--- config.mk ---
export PLATFORM = sky130hd
export DESIGN_NAME = sample_server_flat
export DESIGN_NICKNAME = d
export VERILOG_FILES = /design/src/rtl/sample_server_if.sv /design/src/rtl/sample_server.sv /design/src/flat_wrapper.sv
export SDC_FILE = /design/constraint.sdc
export NUM_CORES = 2
export LEC_CHECK = 0
export BUFFER_PORTS_ARGS = -buffer_cell sky130_fd_sc_hd__buf_2
export CAP_MARGIN = 20
export CORE_MARGIN = 5
export CORE_UTILIZATION = 48
export CTS_CLUSTER_DIAMETER = 120
export DETAILED_ROUTE_END_ITERATION = 10
export GPL_ROUTABILITY_DRIVEN = 0
export PLACE_DENSITY_LB_ADDON = 0.15
export SLEW_MARGIN = 25
export SYNTH_ARGS = -nofsm -noshare
export SYNTH_HDL_FRONTEND = slang
export SYNTH_SLANG_ARGS = --single-unit
--- constraint.sdc ---
create_clock -name i_clk -period 2.74 [get_ports i_clk]
set_input_delay 0 -clock i_clk [delete_from_list [all_inputs] [get_ports i_clk]]
set_output_delay 0 -clock i_clk [all_outputs]
set_load 0.1 [all_outputs]
--- src/rtl/sample_server_if.sv ---
// Producer/consumer handshake bundle for sample_server.
interface sample_server_if #(
    parameter int DATA_BW = 8
);
    logic               i_wr;
    logic [DATA_BW-1:0] i_wdata;
    logic               o_wr_rdy;
    logic               o_start_p;
    logic               i_rd;
    logic               o_rdy;
    logic [DATA_BW-1:0] o_rdata;
    logic               o_done_p;
    logic               i_abort;
    logic               o_wr_drop;
    logic               i_clr;

    modport slave (
        input  i_wr, i_wdata, i_rd, i_abort, i_clr,
        output o_wr_rdy, o_start_p, o_rdy, o_rdata, o_done_p, o_wr_drop
    );

    modport master (
        output i_wr, i_wdata, i_rd, i_abort, i_clr,
        input  o_wr_rdy, o_start_p, o_rdy, o_rdata, o_done_p, o_wr_drop
    );
endinterface

--- src/rtl/sample_server.sv ---
// Block sample buffer: accepts DEPTH samples, then serves them in address
// order through an RD_LAT-deep read pipeline; abort returns to filling.
module sample_server #(
    parameter int DATA_BW = 8,
    parameter int DEPTH   = 256,
    parameter int RD_LAT  = 1
) (
    input  logic           i_clk,
    input  logic           reset_n,
    sample_server_if.slave bus
);
    localparam int AW = (DEPTH > 1) ? $clog2(DEPTH) : 1;
    localparam int CW = AW + 1;
    localparam logic [CW-1:0] CNT_FULL = CW'(DEPTH);
    localparam logic [CW-1:0] CNT_LAST = CW'(DEPTH - 1);

    typedef enum logic [1:0] {FILL, START, SERVE, DRAIN} state_t;

    state_t state, state_nxt;

    logic [DATA_BW-1:0] mem [DEPTH];
    logic [AW-1:0]      wr_ptr, rd_ptr;
    logic [CW-1:0]      wr_cnt, rd_cnt, ret_cnt;
    logic               wr_drop;

    logic               rd_vld_p  [RD_LAT];
    logic [DATA_BW-1:0] rd_data_p [RD_LAT];

    logic wr_acc, wr_bad, rd_issue, out_rdy, last_ret;

    always_comb begin
        wr_acc   = bus.i_wr && (state == FILL);
        wr_bad   = bus.i_wr && (state != FILL);
        rd_issue = bus.i_rd && (state == SERVE) && !bus.i_abort;
        // An abort hides a sample already at the output as well as those behind it
        out_rdy  = rd_vld_p[RD_LAT-1] && !bus.i_abort;
        last_ret = out_rdy && (state == DRAIN) && (ret_cnt == CNT_LAST);
    end

    always_comb begin
        state_nxt     = state;
        bus.o_wr_rdy  = 1'b0;
        bus.o_start_p = 1'b0;
        bus.o_done_p  = 1'b0;
        case (state)
            FILL: begin
                bus.o_wr_rdy = 1'b1;
                if (wr_acc && (wr_cnt == CNT_LAST)) state_nxt = START;
            end
            START: begin
                bus.o_start_p = !bus.i_abort;
                state_nxt     = SERVE;
            end
            SERVE: begin
                if (rd_issue && (rd_cnt == CNT_LAST)) state_nxt = DRAIN;
            end
            DRAIN: begin
                if (last_ret) begin
                    bus.o_done_p = 1'b1;
                    state_nxt    = FILL;
                end
            end
            default: state_nxt = FILL;
        endcase
        if (bus.i_abort) state_nxt = FILL;
    end

    always_ff @(posedge i_clk or negedge reset_n) begin
        if (!reset_n) state <= FILL;
        else          state <= state_nxt;
    end

    always_ff @(posedge i_clk or negedge reset_n) begin
        if (!reset_n) begin
            wr_ptr  <= '0;
            wr_cnt  <= '0;
            rd_ptr  <= '0;
            rd_cnt  <= '0;
            ret_cnt <= '0;
        end else if (bus.i_abort || last_ret) begin
            wr_ptr  <= '0;
            wr_cnt  <= '0;
            rd_ptr  <= '0;
            rd_cnt  <= '0;
            ret_cnt <= '0;
        end else begin
            if (wr_acc && (wr_cnt != CNT_FULL)) begin
                wr_ptr <= wr_ptr + 1'b1;
                wr_cnt <= wr_cnt + 1'b1;
            end
            if (state == START) begin
                rd_ptr  <= '0;
                rd_cnt  <= '0;
                ret_cnt <= '0;
            end else begin
                if (rd_issue && (rd_cnt != CNT_FULL)) begin
                    rd_ptr <= rd_ptr + 1'b1;
                    rd_cnt <= rd_cnt + 1'b1;
                end
                if (out_rdy && (ret_cnt != CNT_FULL)) ret_cnt <= ret_cnt + 1'b1;
            end
        end
    end

    // A new drop in the same cycle as a clear keeps the flag set
    always_ff @(posedge i_clk or negedge reset_n) begin
        if (!reset_n)       wr_drop <= 1'b0;
        else if (wr_bad)    wr_drop <= 1'b1;
        else if (bus.i_clr) wr_drop <= 1'b0;
    end

    always_ff @(posedge i_clk) begin
        if (wr_acc) mem[wr_ptr] <= bus.i_wdata;
    end

    // Read pipeline: stage p0 captures the issued address, last stage drives o_rdy
    always_ff @(posedge i_clk or negedge reset_n) begin
        if (!reset_n) begin
            for (int i = 0; i < RD_LAT; i++) begin
                rd_vld_p[i]  <= 1'b0;
                rd_data_p[i] <= '0;
            end
        end else begin
            rd_vld_p[0]  <= rd_issue;
            rd_data_p[0] <= mem[rd_ptr];
            for (int i = 1; i < RD_LAT; i++) begin
                rd_vld_p[i]  <= rd_vld_p[i-1] && !bus.i_abort;
                rd_data_p[i] <= rd_data_p[i-1];
            end
        end
    end

    assign bus.o_rdy     = out_rdy;
    assign bus.o_rdata   = rd_data_p[RD_LAT-1];
    assign bus.o_wr_drop = wr_drop;
endmodule

--- src/flat_wrapper.sv ---
// flat-port wrapper written by rule: the top's interface ports become plain ports
module sample_server_flat 
#(
    parameter int DATA_BW = 8,
    parameter int DEPTH   = 256,
    parameter int RD_LAT  = 1
)
  (i_clk, reset_n, bus_i_wr, bus_i_wdata, bus_i_rd, bus_i_abort, bus_i_clr, bus_o_wr_rdy, bus_o_start_p, bus_o_rdy, bus_o_rdata, bus_o_done_p, bus_o_wr_drop);
  sample_server_if #(.DATA_BW(DATA_BW)) bus_i ();
  input  logic i_clk;
  input  logic reset_n;
  input wire logic [$bits(bus_i.i_wr)-1:0] bus_i_wr;
  input wire logic [$bits(bus_i.i_wdata)-1:0] bus_i_wdata;
  input wire logic [$bits(bus_i.i_rd)-1:0] bus_i_rd;
  input wire logic [$bits(bus_i.i_abort)-1:0] bus_i_abort;
  input wire logic [$bits(bus_i.i_clr)-1:0] bus_i_clr;
  output wire logic [$bits(bus_i.o_wr_rdy)-1:0] bus_o_wr_rdy;
  output wire logic [$bits(bus_i.o_start_p)-1:0] bus_o_start_p;
  output wire logic [$bits(bus_i.o_rdy)-1:0] bus_o_rdy;
  output wire logic [$bits(bus_i.o_rdata)-1:0] bus_o_rdata;
  output wire logic [$bits(bus_i.o_done_p)-1:0] bus_o_done_p;
  output wire logic [$bits(bus_i.o_wr_drop)-1:0] bus_o_wr_drop;
  assign bus_i.i_wr = bus_i_wr;
  assign bus_i.i_wdata = bus_i_wdata;
  assign bus_i.i_rd = bus_i_rd;
  assign bus_i.i_abort = bus_i_abort;
  assign bus_i.i_clr = bus_i_clr;
  assign bus_o_wr_rdy = bus_i.o_wr_rdy;
  assign bus_o_start_p = bus_i.o_start_p;
  assign bus_o_rdy = bus_i.o_rdy;
  assign bus_o_rdata = bus_i.o_rdata;
  assign bus_o_done_p = bus_i.o_done_p;
  assign bus_o_wr_drop = bus_i.o_wr_drop;
  sample_server #(.DATA_BW(DATA_BW), .DEPTH(DEPTH), .RD_LAT(RD_LAT)) u_core (.i_clk(i_clk), .reset_n(reset_n), .bus(bus_i));
endmodule
; Yosys cells after proc, flatten, opt, wreduce, memory -nomap -nowiden
; Memories as Yosys holds them, arrays and structs flattened. A register that Yosys moved wholly into a read port is not among the register bits.
; Cells that the tools add are included.
[op_classes]
n_reduce_logical = 22
eq_ne = 12
n_addsub = 5
n_mux = 26
[op_table]
columns = cell, n
row1 = $mux 9, 8
row2 = $mux 8, 5
row3 = $add 9x1->9 const B, 3
row4 = $eq 9x8->1 const B, 3
row5 = $ne 9x9->1 const B, 3
row6 = $add 8x1->8 const B, 2
row7 = $logic_and 1x1->1, 12
row8 = $mux 1, 8
row9 = $mux 2, 4
row10 = $pmux 2 s4, 1
row11 = $ne 3x3->1 const B, 2
row12 = $reduce_bool 2->1, 3
row13 = $reduce_bool 3->1, 2
row14 = $eq 2x2->1 const B, 2
row15 = $ne 3x2->1 const B, 1
row16 = $reduce_and 3->1, 1
row17 = $eq 2x1->1 const B, 1
row18 = $logic_not 1->1, 2
row19 = $logic_not 2->1, 1
row20 = $logic_or 1x1->1, 1
[totals]
word_cells = 74
register_bits = 47
out_inout_bits = 13
memories = 1
mem_bits_rw = 2048
in_bits = 14
[memory_table]
columns = memory, depth, width, read_ports, rd_clocked_by_memory_dff, wr, line_no
row1 = u_core.mem, 256, 8, 1, 1, 1, sample_server.sv:21  ; logic [DATA_BW-1:0] mem [DEPTH];

; Depth between registers and ports, before layout
[logic_depth]
word_depth = 7
mapped_depth = 13
ltp_nobuf = 10

; Worst setup path before layout
; OpenSTA, ideal clock, no wires.
[synth_path]
kind = register -> register
start = reg u_core.state[0]
end = mem u_core.mem[112][0], enable pin
t_required_ns = 2.370
setup_slack_ns = -0.529
t_arrival_ns = 2.899
n_path_buf = 3
setup_ns = 0.370
synth_period_minus_slack_ns = 3.269
path_stages_with_launch = 9
path_cell_list = dfrtp_1 > inv_1 > ha_1 > and2_1 > clkbuf_1 > clkbuf_1 > nand3_1 > clkbuf_1 > nor2_1
[synth_between]
elab_chain_len = 4
[synth_rtl]
columns = item, line_no
row1 = from (decl), sample_server.sv:19  ; state_t state, state_nxt;
row2 = from (signal assigned), sample_server.sv:70  ; else state <= state_nxt;
row3 = $logic_not 2->1, sample_server.sv:32  ; wr_acc = bus.i_wr && (state == FILL);
row4 = $logic_and 1x1->1, sample_server.sv:32
row5 = $mux 1, sample_server.sv:113  ; if (wr_acc) mem[wr_ptr] <= bus.i_wdata;
row6 = $mux 1 (not written as such), sample_server.sv:113
row7 = to (decl), sample_server.sv:21
; No other way between the ends.

==> results.json <==
{
  "switching_share": 0.2125,
  "path_cells": "buf_12 > buf_16 > buf_12 > buf_12 > mux2i_1 > a221oi_1 > o21ai_0 > nand3_2 > nand2_2 > a2111oi_4 > buf_4 > or3_1",
  "layout.cells.non_filler": 7213,
  "synth.area.top_cells": "edfxtp_1 75%, mux4_2 14%, dfrtp_1 1.7%, mux2i_1 1.5%, nor2_1 1.5%",
  "syn-instance-count": 3984,
  "avgSynthCellArea_um2": 20.68,
  "regToRegStartpoint": "u_core.rd_ptr[0]",
  "cp_max_fo": 10,
  "relSlewSlack": 0.3289,
  "yosys.area.top_type": "edfxtp_1",
  "port_buffers": 26,
  "htree_levels": 4,
  "critical-path-slowest-cell": "a2111oi_4",
  "place_inst": 6737,
  "clkPwrFrac": 0.425,
  "placed_area_um2": 90480,
  "clock_sinks": 2103,
  "rsz0062_at_grt": "yes",
  "synth_edf_count": 2048,
  "cts.reportedPaths.clkPinSlew_ns": 0.06,
  "die_h_um": 424.3,
  "fillers": 12643,
  "cp_data_arrival_time_ns": 3.95,
  "power_leakage_nw": 31.65,
  "drt-initial-drc-count": 4766,
  "multi_input_area_um2": 18840,
  "seqPwrFrac": 0.544,
  "fin_area_um2": 99090,
  "area.growth.synth_to_final_pct": 20.29,
  "p_int_mw": 51.35,
  "cpMostUsedCell": "buf_12",
  "startpoint_type": "register",
  "antenna_found_initial": 2,
  "ys_warn_count": 0,
  "wl_per_cell_um": 30.45,
  "period_share": 1.153,
  "clock_latency_ns": 0.87,
  "cap_violations": 0,
  "powerDensity_nw_per_um2": 658.0,
  "viasPerCell": 5.973,
  "p_sw_mw": 13.85,
  "worst_slack_ns": -0.4183,
  "drt_first_pass_iters": 5,
  "required_ns": 3.53,
  "failed_checks": "negative setup slack",
  "dp_slack_ns": -0.9019,
  "hold_ws_ns": 0.09351,
  "critPathKind": "reg2reg",
  "cts_max_path_buffers": 3,
  "clock.fmax_ghz": 0.3166,
  "row_count": 152,
  "regArea_um2": 62890,
  "yosysSeqAreaShare": 0.7633,
  "grt_start_max_net_pins": 117,
  "final_common_cell": "edfxtp_1",
  "clock_skew_ns": 0.03424,
  "num_vias": 43082,
  "synth_async_sr_flop_share": 0.02615,
  "synthesis.nets": 4017,
  "combPwrFrac": 0.031,
  "cts.root.buffer_cell": "clkbuf_16",
  "setup_viol": 8,
  "ant_nets": 0,
  "cp-end-kind": "register",
  "drive_gt1_frac": 0.3509,
  "status": "finished, violations left",
  "hold_viol": 0,
  "die_width_um": 424.3,
  "grt-ovfl-total": 0,
  "drt-total-wl_um": 219700,
  "syn_area_um2": 82380,
  "cp_slowest_stage_delay_ns": 0.54,
  "grt.total_usage": 0.2455,
  "ys_ff_latch": 2103,
  "grt_pass1_wl_um": 317400,
  "grt_pass1_vias": 43210,
  "core_area_um2": 171200,
  "hp-class": "in2reg",
  "mostFrequentLayoutCells": "2,048 x edfxtp_1, 662 x buf_4, 507 x mux4_2",
  "critPathLaunch": "u_core.rd_ptr[0]",
  "netlist.area_leader.share": 0.7466,
  "fin_nets": 4835,
  "cts_tree": "done",
  "min_period_ns": 3.158,
  "tightest_slew_ns": 1.007,
  "io_pins": 27,
  "hpwlAfterDp_um": 140600,
  "drc": 0,
  "ys_types": 65,
  "cts-buffers-inserted": 214,
  "dieArea_um2": 180000,
  "ir_worst_vdd_mv": 0.6284,
  "synthFlopType": "edfxtp_1",
  "worstHoldStart": "bus_i_abort",
  "maxSlewViolCount": 0,
  "initial_core_util": 0.4813,
  "p_total_mw": 65.20
}
## final timing paths
check / endpoint / slack [ns] / cells after the start
hold reg to reg: u_core.ret_cnt[6] / 0.58 / 2
setup / recovery: u_core.bus.o_rdata[1] / -0.42 / 12
setup reg to reg: u_core.bus.o_rdata[1] / -0.42 / 12
hold / removal: u_core.ret_cnt[8] / 0.09 / 5
max in group asynchronous: u_core.rd_ptr[0] / 2.16 / 4
min in group asynchronous: u_core.rd_cnt[5] / 0.21 / 4
## cell type report
type / count / area share
repair buffers: 838 / 0.07903
multi-input cells: 1623 / 0.1901
clock buffers: 271 / 0.05630
well taps: 2233 / 0.02820
flip-flops and latches: 2103 / 0.6347
inverters: 22 / 0.0008334
diodes: 1 / 0.00002525
clock inverters: 122 / 0.01077
## critical path: cells and delay by family, from the launching register on
| kind | cells | cell delay [ns] |
|---|---|---|
| AO/OA/AOI/OAI | 3 | 1.20 |
| multiplexers | 1 | 0.12 |
| buffers and inverters | 5 | 0.85 |
| AND/OR/NAND/NOR | 3 | 0.39 |
| flip-flops | 1 | 0.50 |
## through the flow
step	utilization	setup TNS [ns]
2_1_floorplan	-	-4.397
3_3_place_gp	0.5286	-10.13
3_5_place_dp	0.5286	-8.035
4_1_cts	0.5766	-2.223
5_1_grt	0.5789	-2.721
6_report	0.5789	-2.388
## cell usage after synthesis, drive strengths merged, types with 3 or more instances
cell type     n
or2           5
mux4        507
ha           19
mux2         11
o2111ai       8
a22o         12
or3          10
o211ai        4
a211o         3
xnor2         6
a31oi        11
o21ai        42
a2111oi       3
nand3        69
nand2       122
nor2b        29
a221oi       30
mux2i       127
xor2         20
nor4          7
o311ai        3
buf         137
clkbuf       99
a22oi        59
dfrtp        55
edfxtp     2048
a211oi       17
nor2        328
o221ai       12
a21oi        63
and3         14
and2          7
nand4        11
nor3         15
inv          22
nand2b       10
o22ai        19
## sequential cells by signal (all words and copies together), names as in the netlist
register and flops:
u_core.wr_cnt 9, u_core.mem 2048, u_core.rd_ptr 8, u_core.bus.o_rdata 8, u_core.wr_ptr 8, u_core.bus.o_wr_drop 1, u_core.state 2, u_core.ret_cnt 9
u_core.rd_cnt 9, u_core.rd_vld_p 1
## logic make-up (layout without fill, tap and decap cells)
group | Yosys count | in the layout | synth area share
buf+inv | 258 | 1253 | 0.01698
other cells | 0 | 1 | 0
mux | 645 | 645 | 0.1555
fa+ha+maj | 19 | 19 | 0.002886
compound gates | 302 | 302 | 0.02547
xor+xnor | 26 | 26 | 0.002764
simple gates | 631 | 631 | 0.03308
flops | 2103 | 2103 | 0.7633
## repair_timing
| item | 4_1_cts | 5_1_grt |
|---|---|---|
| cloned | 6 | 2 |
| hold endpoints to repair | 837 | 0 |
| buffers inserted | 35 | 22 |
| hold buffers | 21 | 0 |
| pin swaps | 35 | 25 |
| setup endpoints to repair | 40 | 365 |
| resized for setup | 174 | 45 |
## power by group through the flow
stage | clock [mW] | sequential, mW | combinational [mW]
after floorplan | 0 | 36.3 | 0.542
after global placement | 0 | 36.2 | 1.88
after detailed placement | 0 | 36.2 | 1.92
after CTS | 28.2 | 35.5 | 2.04
after global routing | 29.6 | 35.5 | 2.16
final | 27.7 | 35.5 | 2.04
## layer usage
metal,vias to the layer above,global-route usage,wire length [µm]
li1,18119,-,-
met1,22870,0.3532,90970
met2,1754,0.3874,105300
met3,339,0.04415,16130
met4,0,0.07795,7215
met5,-,0,0
Power figures use the tool's default switching activity.
